`src/rtl/mux_nx1_blanked.sv`:
```
// Registered N:1 signed-sample mux. A channel change blanks the output for BLANK_CYCLES clocks.
// Define MUX_NX1_BLANKED_HOLD_EN to freeze the last sample during blanking instead of outputting 0.
module mux_nx1_blanked #(
  parameter int WIDTH        = 16,
  parameter int N_CH         = 4,
  parameter int SEL_WIDTH    = 2,
  parameter int BLANK_CYCLES = 8
) (
  input  logic                  clk_i,
  input  logic                  rst_ni,
  input  logic [SEL_WIDTH-1:0]  sel_i,
  input  logic [N_CH*WIDTH-1:0] in_i,
  output logic [WIDTH-1:0]      out_o,
  output logic [SEL_WIDTH-1:0]  sel_active_o,
  output logic                  busy_o,
  output logic                  switch_o
);

  localparam int NSEL = 2**SEL_WIDTH;
  localparam int CW   = (BLANK_CYCLES > 0) ? $clog2(BLANK_CYCLES+1) : 1;
  localparam logic [CW-1:0] CNT_LOAD = (BLANK_CYCLES > 0) ? CW'(BLANK_CYCLES-1) : '0;

  typedef enum logic {RUN, BLANK} state_t;

  state_t               state;
  logic [SEL_WIDTH-1:0] active, pending;
  logic [CW-1:0]        cnt;
  logic [WIDTH-1:0]     chan [NSEL];
  logic [WIDTH-1:0]     blank_val;
  logic                 sel_valid;

  // Select codes past N_CH map to zero so any index into chan stays in range.
  for (genvar k = 0; k < NSEL; k++) begin : g_chan
    if (k < N_CH) begin : g_live
      assign chan[k] = in_i[k*WIDTH +: WIDTH];
    end else begin : g_dead
      assign chan[k] = '0;
    end
  end

  assign sel_valid    = (32'(sel_i) < 32'(N_CH));
  assign sel_active_o = active;

`ifdef MUX_NX1_BLANKED_HOLD_EN
  assign blank_val = out_o;
`else
  assign blank_val = '0;
`endif

  always_ff @(posedge clk_i or negedge rst_ni) begin
    if (!rst_ni) begin
      state    <= RUN;
      active   <= '0;
      pending  <= '0;
      cnt      <= '0;
      out_o    <= '0;
      busy_o   <= 1'b0;
      switch_o <= 1'b0;
    end else begin
      switch_o <= 1'b0;
      case (state)
        RUN: begin
          if (sel_valid && sel_i != active) begin
            pending <= sel_i;
            if (BLANK_CYCLES == 0) begin
              active   <= sel_i;
              out_o    <= chan[sel_i];
              switch_o <= 1'b1;
            end else begin
              cnt    <= CNT_LOAD;
              out_o  <= blank_val;
              state  <= BLANK;
              busy_o <= 1'b1;
            end
          end else begin
            out_o <= chan[active];
          end
        end
        BLANK: begin
          // A fresh request restarts the interval even on what would be the terminal edge.
          if (sel_valid && sel_i != pending) begin
            pending <= sel_i;
            cnt     <= CNT_LOAD;
            out_o   <= blank_val;
          end else if (cnt == '0) begin
            active   <= pending;
            out_o    <= chan[pending];
            state    <= RUN;
            busy_o   <= 1'b0;
            switch_o <= 1'b1;
          end else begin
            cnt   <= cnt - CW'(1);
            out_o <= blank_val;
          end
        end
        default: begin
          state  <= RUN;
          busy_o <= 1'b0;
        end
      endcase
    end
  end

endmodule

```
`config.mk`:
```
export PLATFORM = sky130hd
export DESIGN_NAME = mux_nx1_blanked
export DESIGN_NICKNAME = d
export VERILOG_FILES = /design/src/rtl/mux_nx1_blanked.sv
export SDC_FILE = /design/constraint.sdc
export NUM_CORES = 1
export LEC_CHECK = 0
export BUFFER_PORTS_ARGS = -buffer_cell sky130_fd_sc_hd__buf_2
export CAP_MARGIN = 20
export CORE_UTILIZATION = 25
export DETAILED_ROUTE_END_ITERATION = 16
export PLACE_DENSITY = 0.53
export SETUP_SLACK_MARGIN = 0.1
export SLEW_MARGIN = 20
export SYNTH_ARGS = -nofsm -noshare
export SYNTH_HDL_FRONTEND = slang
export SYNTH_SLANG_ARGS = --single-unit
```
`constraint.sdc`:
```
create_clock -name clk_i -period 1.5 [get_ports clk_i]
set_input_delay 0.075 -clock clk_i [delete_from_list [all_inputs] [get_ports clk_i]]
set_output_delay 0.075 -clock clk_i [all_outputs]
set_load 0.05 [all_outputs]
```
==> flow_summary_export.csv <==
group,metric,value,unit
power,power,1.74,mW
sta,finalCritPeriodShare,102,%
setup_path,r2r_end,"out_o[1]$_DFF_PN0_",
yosys,synth_ff_type,"dfrtp_1",
global_routing,grt_use_total,13.4,%
die,placementRows,32,
die,io_pins,88,
cts,h-tree-depth,1,
setup_path,reg2reg_slack,-0.03,ns
route,first_iter_violations,35,
global_routing,grt_pass1_wl,9050,um
layout,areaGrowthSynthToFinish,44.0,%
placed_design,placed_area,0.00272,sq mm
setup_path,required,1.66,ns
setup_path,crit_end,"out_o[1]$_DFF_PN0_",
layout,drive_above_1_share,70.7,%
layout,stdcell_area,0.00292,sq mm
die,core-area,0.00781,sq mm
yosys,syn_avg_cell_area,13.9,sq um
setup_path,cp_max_fo,6,
cts,numCtsBuffers,3,
yosys,yosys-top-cells-area,"dfrtp_1 33%, mux4_2 19%, mux2_2 9.4%, mux4_1 9.1%, a22o_1 3.9%",
sta,hold_slack,0.138,ns
yosys,ys_warn_count,0,
sta,relSlewSlack,58.6,%
global_routing,antenna_found_initial,0,
power,ir_drop,338,uV
global_routing,grt_start_max_net_pins,28,
route,finalWirelength,5380,um
setup_path,crit_arrival,1.69,ns
global_routing,grt_pass1_vias,1794,
yosys,synth_nets,215,
status,status,"finished, violations left",
die,dieArea,0.00849,sq mm
layout,utilization,37.5,%
sta,worst_pin_slew,0.621,ns
setup_path,crit_start,"pending[0]$_DFFE_PN0P_",
layout,seq_area,679,sq um
cts,cts_tree,"built",
die,initial_utilization,26.0,%
route,route.vias.total,1723,
flow_run,cap_violations,0,
die,die_width,92.1,um
placed_design,hpwl,4130,um
yosys,async_reset_ff_share,100,%
placed_design,post-place-ws,-0.0642,ns
layout,diodes,0,
sta,finalSetupViolCount,6,
yosys,ys_seq_area_share,33.3,%
yosys,ys_ff_latch,27,
yosys,synth_edf_count,0,
sta,finalClockSkew,0.00465,ns
power,leakage,1.38,nW
sta,max_freq,655,MHz
cts,cts_num_sinks,27,
route,avgRoutedWirePerCell,14.9,um
sta,hold_viol,0,
route,vias_per_cell,4.77,
cts,path_clk_slew,0.09,ns
setup_path,r2r-start,"pending[0]$_DFFE_PN0P_",
sta,period_minus_slack,1.53,ns
yosys,synth.largest_area_cell,"dfrtp_1",
cts,clock_latency,0.27,ns
setup_path,end_kind,"register",
setup_path,rr_worst_depth,3,
route,drc_errors,0,
placed_design,place_congestion,0.743,
cts,root_buffer,"clkbuf_8",
route,dr.pass1.iters,4,
yosys,synth_cell_type_count,32,
setup_path,start_kind,"register",
power,power.density,595,mW/mm^2
layout,multiInputGateArea,0.00134,sq mm
yosys,syn_area,0.00203,sq mm
layout,fin_nets,329,
sta,grt_setup_unrepaired,"yes",
sta,slew_violations,0,
status,violations,"negative setup slack",
yosys,synthCells,146,
yosys,synth_top_area_share,33.3,%
sta,worst_slack,-0.0267,ns
setup_path,critical_path_class,"reg2reg",
worst_hold_path,hold_class,"in2reg",
placed_design,numPortBuffers,87,
layout,fillers,788,
route,ant_nets,0,
cts,cts.path.max_buffers,2,
die,die_h,92.1,um
global_routing,overflow,0,
==> metal layers <==
metal / vias to the layer above / share of wire, % / global-route usage, %
met2: 40 / 51 / 23.7
met5: - / 0 / 0
met4: 0 / 1.3 / 3.91
met1: 870 / 45 / 17.0
li1: 807 / - / -
met3: 6 / 3.1 / 1.99
==> cell families after synthesis <==
family,after synthesis,synth area share (%)
compound gates,24,9.43
simple gates,31,9.86
xor+xnor,4,2.10
mux,43,38.8
fa+ha+maj,1,0.616
buf+inv,16,5.92
flops,27,33.3
==> registers in the layout, summed over array words and instances (netlist names) <==
signal,count
busy_o,1
cnt,4
out_o,16
pending,2
sel_active_o,2
state,1
switch_o,1
==> stage by stage <==
step,setup TNS (ns),cells
after floorplan,-2.38,146
after global placement,-0.102,348
after detailed placement,-0.497,348
after CTS,0,356
after global routing,-1.23,361
final,-0.0772,361
==> cell usage after synthesis, types with 3 or more instances <==
library cell and count:
a22oi_1 8, mux2_2 17, mux4_2 17, nand2_1 17
buf_6 7, a22o_1 9, inv_1 5, nor2_1 3
dfrtp_1 27, mux4_1 7
==> worst max-delay path, stage by stage, from the launching register on <==
cell and delay [ns]:
dfrtp_2 0.46, buf_6 0.16, mux4_1 0.55, a22o_1 0.25
==> worst min path at each step <==
stage | startpoint | endpoint | depth (start not counted)
after detailed placement | rst_ni | switch_o$_DFF_PN0_ | 1
final | in_i[29] | out_o[13]$_DFF_PN0_ | 4
after CTS | in_i[29] | out_o[13]$_DFF_PN0_ | 4
after global placement | rst_ni | switch_o$_DFF_PN0_ | 1
after global routing | in_i[3] | out_o[3]$_DFF_PN0_ | 4
after floorplan | rst_ni | busy_o$_DFFE_PN0P_ | 0
==> power breakdown <==
group	internal [mW]	switching [mW]
Combinational	0.317	0.230
Sequential	0.752	0.0200
Clock	0.190	0.230
Total	1.26	0.480
==> cells in the final DEF (no fill, tap or decap), types with 2 or more instances in the layout <==
cell type,instances
clkbuf_8,3
dfrtp_1,24
a22o_1,9
mux4_1,7
mux2_2,16
nor3_4,2
a22oi_2,8
nand2_1,17
buf_6,5
mux2_4,3
mux4_2,17
o22ai_1,2
inv_2,2
xor2_2,2
buf_2,87
inv_1,3
dfrtp_2,3
nor2_1,3
buf_4,26
==> final cells by class <==
cell class,instances,area share [%]
flip-flops and latches,27,23.2
inverters,5,0.642
clock buffers,4,1.54
multi-input cells,103,45.7
repair buffers,120,24.5
well taps,102,4.36
==> timing repair <==
| action | CTS | global route |
|---|---|---|
| endpoints found under the setup margin | 25 | 27 |
| endpoints found under the hold margin | 27 | 0 |
| resized for setup | 8 | 12 |
| hold buffers | 1 | 0 |
| setup buffers | 3 | 5 |
| gates cloned | 0 | 0 |
| pin swaps | 1 | 5 |
(Power assumes the default switching activity.)
